$ cat src/rtl/mips_pkg.sv
// -----------------------------------------------------------------------------
// mips_pkg
// Shared definitions for the multicycle MIPS datapath: word width, default
// fetch phase, NOP encoding, default memory-wait limit and the fetch-stage
// state type.
// -----------------------------------------------------------------------------
package mips_pkg;

    localparam int unsigned LARGURA_PALAVRA = 32;
    localparam logic [3:0]  FASE_BUSCA_PADRAO = 4'd0;
    localparam int unsigned TIMEOUT_PADRAO    = 15;
    localparam logic [LARGURA_PALAVRA-1:0] NOP_PADRAO = '0;

    typedef enum logic [1:0] {
        OCIOSO,
        AGUARDA,
        DESCARTA
    } estado_busca_t;

endpackage

$ cat src/rtl/temporizador_espera.sv
// -----------------------------------------------------------------------------
// temporizador_espera
// Loadable up-counter used to bound memory handshakes.
//   clk, rst_n  : clock / asynchronous active-low reset
//   i_limpa     : synchronous clear (highest priority)
//   i_carga     : synchronous load of i_valor
//   i_valor     : load value
//   i_en        : count enable
//   i_limite    : wait limit
//   o_expirou   : the increment taking place on this edge reaches i_limite
// -----------------------------------------------------------------------------
module temporizador_espera
    import mips_pkg::*;
#(
    parameter int unsigned LARGURA = 8
) (
    input  logic               clk,
    input  logic               rst_n,
    input  logic               i_limpa,
    input  logic               i_carga,
    input  logic [LARGURA-1:0] i_valor,
    input  logic               i_en,
    input  logic [LARGURA-1:0] i_limite,
    output logic               o_expirou
);

    logic [LARGURA-1:0] r_cont;
    logic [LARGURA-1:0] w_prox;

    assign w_prox = r_cont + 1'b1;

    // Flag the edge on which the count reaches the limit, so the owner can
    // give up on that same edge instead of one cycle later.
    assign o_expirou = i_en && (w_prox == i_limite);

    always_ff @(posedge clk or negedge rst_n) begin
        if (!rst_n) begin
            r_cont <= '0;
        end else if (i_limpa) begin
            r_cont <= '0;
        end else if (i_carga) begin
            r_cont <= i_valor;
        end else if (i_en) begin
            r_cont <= w_prox;
        end
    end

endmodule

$ cat src/rtl/busca_instrucao.sv
// -----------------------------------------------------------------------------
// busca_instrucao
// Instruction-fetch stage of the multicycle MIPS datapath. In the fetch phase
// it samples the current PC, reads instruction memory with a request/ready
// handshake, holds the word in the instruction register and returns PC+4.
//   clk, rst_n        : clock / asynchronous active-low reset
//   cont              : multicycle phase counter
//   endereco          : current PC
//   flush             : branch/jump taken, discard fetch in flight
//   mem_req, mem_end  : memory read request and address
//   mem_pronto        : memory data valid
//   mem_dado          : memory read data
//   instrucao         : instruction register
//   pc_mais4          : fetch address + 4
//   instr_valida      : one-cycle pulse, instrucao just updated
//   ocupado           : fetch in progress, phase counter must stall
//   erro_alinhamento  : sticky misaligned-address flag
//   erro_timeout      : sticky memory-timeout flag
// -----------------------------------------------------------------------------
module busca_instrucao
    import mips_pkg::*;
#(
    parameter logic [3:0]  FASE_BUSCA = FASE_BUSCA_PADRAO,
    parameter int unsigned TIMEOUT    = TIMEOUT_PADRAO,
    parameter logic [31:0] NOP        = NOP_PADRAO
) (
    input  logic        clk,
    input  logic        rst_n,
    input  logic [3:0]  cont,
    input  logic [31:0] endereco,
    input  logic        flush,
    output logic        mem_req,
    output logic [31:0] mem_end,
    input  logic        mem_pronto,
    input  logic [31:0] mem_dado,
    output logic [31:0] instrucao,
    output logic [31:0] pc_mais4,
    output logic        instr_valida,
    output logic        ocupado,
    output logic        erro_alinhamento,
    output logic        erro_timeout
);

    estado_busca_t r_estado;
    logic          r_mem_req;
    logic [31:0]   r_mem_end;
    logic [31:0]   r_instrucao;
    logic [31:0]   r_pc_mais4;
    logic          r_instr_valida;
    logic          r_ocupado;
    logic          r_erro_alinhamento;
    logic          r_erro_timeout;

    logic          w_limpa;
    logic          w_en;
    logic          w_expirou;

    // Counter is held at zero while idle, so every wait starts from zero; it
    // keeps running through DESCARTA so a dropped fetch is bounded too.
    assign w_limpa = (r_estado == OCIOSO);
    assign w_en    = (r_estado != OCIOSO) && !mem_pronto;

    temporizador_espera #(
        .LARGURA (8)
    ) u_temporizador (
        .clk       (clk),
        .rst_n     (rst_n),
        .i_limpa   (w_limpa),
        .i_carga   (1'b0),
        .i_valor   (8'd0),
        .i_en      (w_en),
        .i_limite  (8'(TIMEOUT)),
        .o_expirou (w_expirou)
    );

    always_ff @(posedge clk or negedge rst_n) begin
        if (!rst_n) begin
            r_estado           <= OCIOSO;
            r_mem_req          <= 1'b0;
            r_mem_end          <= '0;
            r_instrucao        <= '0;
            r_pc_mais4         <= '0;
            r_instr_valida     <= 1'b0;
            r_ocupado          <= 1'b0;
            r_erro_alinhamento <= 1'b0;
            r_erro_timeout     <= 1'b0;
        end else begin
            r_instr_valida <= 1'b0;
            case (r_estado)
                OCIOSO: begin
                    if (cont == FASE_BUSCA) begin
                        if (endereco[1:0] == 2'b00) begin
                            r_mem_end <= endereco;
                            r_mem_req <= 1'b1;
                            r_ocupado <= 1'b1;
                            r_estado  <= AGUARDA;
                        end else begin
                            r_instrucao        <= NOP;
                            r_pc_mais4         <= endereco + 32'd4;
                            r_erro_alinhamento <= 1'b1;
                            r_instr_valida     <= 1'b1;
                        end
                    end
                end
                AGUARDA: begin
                    if (flush) begin
                        // Flush wins; if the handshake also ends now there is
                        // nothing left to wait for, otherwise drain it.
                        if (mem_pronto || w_expirou) begin
                            r_mem_req <= 1'b0;
                            r_ocupado <= 1'b0;
                            r_estado  <= OCIOSO;
                        end else begin
                            r_estado <= DESCARTA;
                        end
                    end else if (mem_pronto) begin
                        r_instrucao    <= mem_dado;
                        r_pc_mais4     <= r_mem_end + 32'd4;
                        r_instr_valida <= 1'b1;
                        r_mem_req      <= 1'b0;
                        r_ocupado      <= 1'b0;
                        r_estado       <= OCIOSO;
                    end else if (w_expirou) begin
                        r_instrucao    <= NOP;
                        r_erro_timeout <= 1'b1;
                        r_instr_valida <= 1'b1;
                        r_mem_req      <= 1'b0;
                        r_ocupado      <= 1'b0;
                        r_estado       <= OCIOSO;
                    end
                end
                DESCARTA: begin
                    if (mem_pronto || w_expirou) begin
                        r_mem_req <= 1'b0;
                        r_ocupado <= 1'b0;
                        r_estado  <= OCIOSO;
                    end
                end
                default: begin
                    r_estado <= OCIOSO;
                end
            endcase
        end
    end

    assign mem_req          = r_mem_req;
    assign mem_end          = r_mem_end;
    assign instrucao        = r_instrucao;
    assign pc_mais4         = r_pc_mais4;
    assign instr_valida     = r_instr_valida;
    assign ocupado          = r_ocupado;
    assign erro_alinhamento = r_erro_alinhamento;
    assign erro_timeout     = r_erro_timeout;

endmodule

$ cat config.mk
export PLATFORM = sky130hd
export DESIGN_NAME = busca_instrucao
export DESIGN_NICKNAME = d
export VERILOG_FILES = /design/src/rtl/mips_pkg.sv /design/src/rtl/temporizador_espera.sv /design/src/rtl/busca_instrucao.sv
export SDC_FILE = /design/constraint.sdc
export NUM_CORES = 1
export LEC_CHECK = 0
export ABC_AREA = 1
export CORE_UTILIZATION = 35
export DETAILED_ROUTE_END_ITERATION = 10
export PLACE_DENSITY_LB_ADDON = 0.08
export SLEW_MARGIN = 20
export SYNTH_ARGS = -nofsm -noshare
export SYNTH_HDL_FRONTEND = slang
export SYNTH_HIERARCHICAL = 1
export SYNTH_SLANG_ARGS = --single-unit
$ cat constraint.sdc
create_clock -name clk -period 2 [get_ports clk]
set_input_delay 0.4 -clock clk [delete_from_list [all_inputs] [get_ports clk]]
set_output_delay 0.4 -clock clk [all_outputs]
set_load 0.02 [all_outputs]
==> qor.csv, run 1 <==
stage;metric;value;unit
critical_path;endpoint_kind;register;
clock_network;h-tree-depth;3;
critical_path;critPathArrivalTime;2.41;ns
detailed_routing;wl_met3;993;um
layout;utilization;0.596;
detailed_routing;drc_errors;0;
critical_path;crit_required;2.26;ns
clock_network;cts_buffers;9;
power_and_ir_drop;power_density;1640;nW/um2
clock_network;root_buffer;clkbuf_16;
detailed_routing;drt_first_pass_iters;5;
layout;fin_cells;1379;
placement;place_inst;1326;
synthesis;netlist.area_leader.share;0.449;
grt;overflow;0;
grt;grt_pass1_wl;30.2;mm
floorplan;initial_core_util;0.357;
layout;syn_to_final_growth;66.9;%
synthesis;syn_area_per_cell;7.33;um2
layout;diodes;0;
placement;dpl.hpwl;13.6;mm
power_and_ir_drop;max-vdd-ir-drop;684;uV
placement;gp_congestion;0.847;
timing;grt_setup_unrepaired;yes;
timing;setup-violations-final;47;
timing;slew_viol_final;0;
detailed_routing;wl_per_cell;14.2;um
detailed_routing;postRouteWirelength;19.6;mm
run_status;violations;negative setup slack;
clock_network;clk_latency;0.37;ns
grt;grt_max_degree;38;
critical_path;worstSetupPathType;register to register;
clock_network;clock_tree.buffer_depth;2;
grt;grt_usage;0.215;
timing;period_needed;2.15;ns
floorplan;die_area;18200;um2
detailed_routing;top_layer;met4;
floorplan;coreArea;17300;um2
floorplan;die_x;135;um
timing;fmax;465;MHz
synthesis;yosys_register_bits;111;
floorplan;rows;48;
detailed_routing;wl_met1;8.51;mm
timing;fin_crit_sh;1.07;
detailed_routing;num_vias;6321;
detailed_routing;postRouteAntennaNets;0;
critical_path;r2r_cells;18;
clock_network;clk_pin_slew;0.08;ns
floorplan;dieHeight;135;um
power_and_ir_drop;p_leak;0.00476;uW
floorplan;io_pins;173;
synthesis;yosysSeqAreaShare;0.449;
clock_network;cts_tree;built;
layout;nNetsFinal;1227;
flow_run;cap_violations;0;
layout;drive_gt1_frac;0.276;
detailed_routing;initialDrtViolationCount;361;
synthesis;synthTopCellsByArea;dfrtp_1 45%, nand2_1 17%, o21ai_0 6.5%, inv_1 6.3%, nand3_1 6.2%;
critical_path;cp-start-kind;register;
timing;fin_worst_skew;0.00741;ns
synthesis;synthCells;844;
grt;antenna_found_initial;0;
timing;finalHoldViolCount;0;
min_path;hp-class;primary input to asynchronous set/reset pin;
synthesis;yosysWarnings;6;
placement;port_buffers;172;
run_status;status;finished with violations;
clock_network;numClockSinks;111;
grt;grt_pass1_vias;5963;
synthesis;syn_area;6180;um2
timing;setup_tns;-2.29;ns
detailed_routing;vias_per_cell;4.58;
synthesis;synth_cell_types;37;
critical_path;critPathMaxFanout;4;
detailed_routing;dr_wl_met2;9.80;mm
synthesis;yosys.area.top_type;dfrtp_1;
timing;setup_slack;-0.149;ns
[final cells by class]
type | instances | area, um2
clock buffer | 9 | 225
clock inverter | 7 | 77.6
fill | 1557 | 6980
inverter | 108 | 434
multi-input combinational | 624 | 3530
sequential | 111 | 2780
tap | 225 | 282
timing repair buffer | 295 | 2990
[sequential cells by signal (all words and copies together), names as in the netlist]
register / count
erro_timeout: 1
ocupado: 1
u_temporizador/r_cont: 8
mem_end: 32
pc_mais4: 32
mem_req: 1
r_estado: 2
instr_valida: 1
erro_alinhamento: 1
instrucao: 32
[metrics by stage]
step           hold WS, ns  worst slack (ns)  instance area (um2)  total power [uW]
2_1_floorplan        0.104            0.0189                 6310              8540
3_3_place_gp         0.299            -0.255                 8910             12600
3_5_place_dp         0.298            -0.341                 8910             12600
4_1_cts              0.455            -0.130                 9980             16400
5_1_grt              0.467            -0.271                10300             18100
6_report             0.453            -0.149                10300             17000
[metal layers]
layer  track usage  vias to the layer above
met3        0.0458                       19
met5             0                        -
met1         0.273                     2934
met4        0.0674                        0
li1              -                     3215
met2         0.365                      153
[logic make-up after synthesis]
family | synth area share
buffers and inverters | 0.0939
flip-flops | 0.449
multiplexers | 0.00546
AO/OA/AOI/OAI | 0.0915
other | 0.00121
AND/OR/NAND/NOR | 0.340
adder cells (fa/ha/maj) | 0.0121
XOR/XNOR | 0.00708
[cells in the mapped netlist (all sizes together)]
master	count
conb	2
buf	21
o21a	1
a31oi	3
mux2	3
o21bai	2
inv	108
a21oi	8
nand3	78
nand4	2
o211ai	1
ha	6
dfrtp	111
o21ai	85
xor2	5
clkbuf	8
o32ai	1
nand3b	3
nor3b	1
or2	5
o22ai	5
nand2	309
nor2	73
and2	3
[final timing paths]
| check | start | endpoint | slack, ns |
|---|---|---|---|
| setup / recovery | u_temporizador/r_cont[0] | ocupado | -0.15 |
| hold reg to reg | erro_alinhamento | erro_alinhamento | 0.48 |
| max in group asynchronous | rst_n | pc_mais4[22] | 1.01 |
| min in group clk | erro_alinhamento | erro_alinhamento | 0.48 |
| hold / removal | rst_n | pc_mais4[7] | 0.45 |
| setup reg to reg | u_temporizador/r_cont[0] | ocupado | -0.15 |
[cells in the final DEF (no fill, tap or decap), types with 21 or more instances in the layout]
master,synthesis,final
nor2_1,53,27
inv_1,103,97
nand2_2,27,57
nand2_1,280,232
o21ai_1,5,21
o21ai_0,80,62
nor2_4,8,26
conb_1,2,30
nand3_1,76,48
dfrtp_1,111,110
nand3_2,2,29
clkdlybuf4s50_1,0,171
buf_4,3,88
[critical path, stage by stage (launching register included)]
cell and delay [ns]:
dfrtp_1 0.41, buf_4 0.17, nand3_4 0.10, nor2_4 0.14, nand2_1 0.08, nand2_1 0.06
nand3b_1 0.07, nand2_1 0.08, nand2_2 0.08, nor2_4 0.14, nor2_4 0.05, nand2_1 0.09
nand2_2 0.08, nor2_1 0.09, nand2_1 0.08, nor2_1 0.12, nand2_1 0.09, nand2_1 0.06
o21ai_1 0.06
[power breakdown]
| group | switching, uW | leakage (uW) | internal [uW] |
|---|---|---|---|
| Clock | 972 | 0.000144 | 889 |
| Sequential | 681 | 0.00138 | 3170 |
| Combinational | 5950 | 0.00324 | 5310 |
[repair_timing]
| item | in CTS | in global routing |
|---|---|---|
| cloned | 5 | 2 |
| resized for setup | 126 | 82 |
| pin swaps | 69 | 64 |
| endpoints found under the hold margin | 15 | 0 |
| setup buffers | 25 | 9 |
| hold buffers | 1 | 0 |
| setup endpoints to repair | 67 | 70 |
Note: power is estimated with default switching activity, not from simulation.
==> run 2: changes to the inputs <==
--- a/config.mk
+++ b/config.mk
@@ -6,9 +6,13 @@
 export NUM_CORES = 1
 export LEC_CHECK = 0
 export ABC_AREA = 1
-export CORE_UTILIZATION = 35
+export CELL_PAD_IN_SITES_DETAIL_PLACEMENT = 1
+export CELL_PAD_IN_SITES_GLOBAL_PLACEMENT = 2
+export CORE_UTILIZATION = 24
 export DETAILED_ROUTE_END_ITERATION = 10
+export MAX_ROUTING_LAYER = met4
 export PLACE_DENSITY_LB_ADDON = 0.08
+export SETUP_SLACK_MARGIN = 0.3
 export SLEW_MARGIN = 20
 export SYNTH_ARGS = -nofsm -noshare
 export SYNTH_HDL_FRONTEND = slang
==> run 2 against run 1 <==
The flow still finishes with violations (negative setup slack). Design area grew 12%. Die area grew 45%. Sequential power grew 1%. Non-clock buffer count grew 42. Worst hold slack lost 0.079 ns. Via count grew 4.3%. Critical path type unchanged. Largest cell class unchanged. Highest routed layer unchanged.
==> qor.csv, run 2 (synthesized netlist as in run 1, its figures left out) <==
stage;metric;value;unit;change
run_status;status;finished with violations;;unchanged
run_status;violations;negative setup slack;;unchanged
detailed_routing;postRouteAntennaNets;0;;unchanged
placement;gp_congestion;0.764;;was 0.847
detailed_routing;drt_first_pass_iters;4;;was 5
timing;fin_worst_skew;0.0111;ns;was 0.00741 ns
grt;grt_pass1_wl;36.7;mm;was 30.2 mm
detailed_routing;wl_met1;10.8;mm;was 8.51 mm
timing;fmax;473;MHz;was 465 MHz
power_and_ir_drop;swShare;0.463;;was 0.448
floorplan;coreArea;25300;um2;was 17300 um2
grt;grt_usage;0.187;;was 0.215
grt;antenna_found_initial;1;;was 0
critical_path;endpoint_kind;register;;unchanged
layout;syn_to_final_growth;87.3;%;was 66.9%
critical_path;critPathLaunch;r_estado[0];;was u_temporizador/r_cont[0]
layout;final_common_cell;nand2_1;;unchanged
floorplan;dieHeight;163;um;was 135 um
critical_path;crit_required;2.26;ns;about the same
detailed_routing;dr_wl_met2;12.5;mm;was 9.80 mm
floorplan;rows;58;;was 48
placement;place_inst;1445;;was 1326
clock_network;cts_buffers;9;;unchanged
min_path;hp-class;primary input to asynchronous set/reset pin;;unchanged
critical_path;reg2reg_from;r_estado[0];;was u_temporizador/r_cont[0]
detailed_routing;wl_per_cell;16.0;um;was 14.2 um
layout;drive_gt1_frac;0.396;;was 0.276
detailed_routing;num_vias;6595;;was 6321
critical_path;critPathMaxFanout;7;;was 4
detailed_routing;initialDrtViolationCount;180;;was 361
clock_network;root_buffer;clkbuf_16;;unchanged
critical_path;worstSetupPathType;register to register;;unchanged
power_and_ir_drop;combPwrFrac;0.692;;was 0.663
timing;grt_setup_unrepaired;yes;;unchanged
grt;grt_pass1_vias;6650;;was 5963
detailed_routing;drc_errors;0;;unchanged
critical_path;cp-start-kind;register;;unchanged
power_and_ir_drop;p_sw;8760;uW;was 7600 uW
timing;setup_slack;-0.116;ns;was -0.149 ns
timing;setup_tns;-3.15;ns;was -2.29 ns
detailed_routing;top_layer;met4;;unchanged
power_and_ir_drop;max-vdd-ir-drop;623;uV;was 684 uV
grt;grt_max_degree;58;;was 38
timing;slew_viol_final;0;;unchanged
timing;finalHoldViolCount;0;;unchanged
power_and_ir_drop;seq_power_share;0.205;;was 0.227
layout;fin_cells;1528;;was 1379
power_and_ir_drop;power_density;1640;nW/um2;about the same
power_and_ir_drop;p_clk_frac;0.103;;was 0.110
grt;overflow;0;;unchanged
clock_network;clk_latency;0.37;ns;about the same
timing;period_needed;2.12;ns;was 2.15 ns
timing;fin_crit_sh;1.06;;was 1.07
timing;setup-violations-final;59;;was 47
placement;port_buffers;172;;unchanged
flow_run;cap_violations;0;;unchanged
clock_network;h-tree-depth;3;;unchanged
power_and_ir_drop;p_leak;0.00562;uW;was 0.00476 uW
layout;final_cell_mix;157 x nand2_1, 110 x dfrtp_1, 109 x buf_4;;was 232 x nand2_1, 171 x clkdlybuf4s50_1, 110 x dfrtp_1
floorplan;die_x;163;um;was 135 um
floorplan;io_pins;173;;unchanged
floorplan;initial_core_util;0.245;;was 0.357
detailed_routing;wl_met3;817;um;was 993 um
placement;dpl.hpwl;16.5;mm;was 13.6 mm
layout;nNetsFinal;1270;;was 1227
detailed_routing;postRouteWirelength;24.4;mm;was 19.6 mm
detailed_routing;vias_per_cell;4.32;;was 4.58
clock_network;clk_pin_slew;0.08;ns;about the same
power_and_ir_drop;intPower;10200;uW;was 9360 uW
critical_path;critPathArrivalTime;2.37;ns;was 2.41 ns
clock_network;cts_tree;built;;unchanged
power_and_ir_drop;power;18900;uW;was 17000 uW
clock_network;numClockSinks;111;;unchanged
floorplan;die_area;26400;um2;was 18200 um2
clock_network;clock_tree.buffer_depth;2;;unchanged
layout;fill_cells;2991;;was 1557
-- run 2: timing repair --
action                                 CTS  global route
cloned                                   9            10
pin swaps                               29           101
setup buffers                           23            23
hold buffers                             1             0
gates resized for setup                248           282
endpoints found under the hold margin    1             0
setup endpoints to repair              174           101
-- run 2: power groups by stage --
stage	registers [uW]	logic (uW)	clock network [uW]
5_1_grt	4030	14200	2100
4_1_cts	3840	11000	2030
3_3_place_gp	3890	9210	0
2_1_floorplan	4750	4040	0
3_5_place_dp	3890	9300	0
6_report	3890	13100	1950
-- run 2: area by class of cell --
type                            count  area, um2  area share
Multi-Input combinational cell    624       4120       0.356
Timing Repair Buffer              337       3510       0.303
Sequential cell                   111       2780       0.240
Inverter                          108        435      0.0376
Tap cell                          330        413      0.0356
Clock buffer                        9        225      0.0194
Clock inverter                      7       83.8     0.00724
Timing Repair inverter              1       11.3    0.000972
Antenna cell                        1       2.50    0.000216
-- run 2: critical path: stages (launching register included) --
cell	delay [ns]
dfrtp_2	0.45
ha_4	0.19
buf_12	0.14
inv_12	0.07
buf_12	0.13
nand2_4	0.05
nand2_4	0.08
ha_4	0.15
nand2_4	0.06
nor2_4	0.16
nand2_4	0.10
nor2_4	0.19
nand3_1	0.10
nand3_1	0.08
nand2_1	0.05
-- run 2: routing by layer --
layer  vias up  GRT usage
met5         -          -
met4         0     0.0382
met3        24     0.0334
met2        98      0.320
met1      3157      0.229
li1       3316          -
-- run 2: final timing paths --
path                                     end  slack [ns]  depth (start not counted)
worst max-delay path            pc_mais4[26]       -0.12                         14
worst min-delay path             mem_end[15]        0.37                          2
worst max register to register  pc_mais4[26]       -0.12                         14
worst min register to register  pc_mais4[17]        0.47                          2
max in group asynchronous        r_estado[0]        1.09                          3
min in group clk                pc_mais4[17]        0.47                          2
-- run 2: per-stage QoR --
step,area (um2),setup WS [ns],hold WS (ns),util
2_1_floorplan,6420,0.0499,0.104,-
3_3_place_gp,9230,-0.304,0.207,0.365
3_5_place_dp,9230,-0.320,0.206,0.365
4_1_cts,10300,-0.142,0.366,0.408
5_1_grt,11600,-0.252,0.369,0.459
6_report,11600,-0.116,0.374,0.459
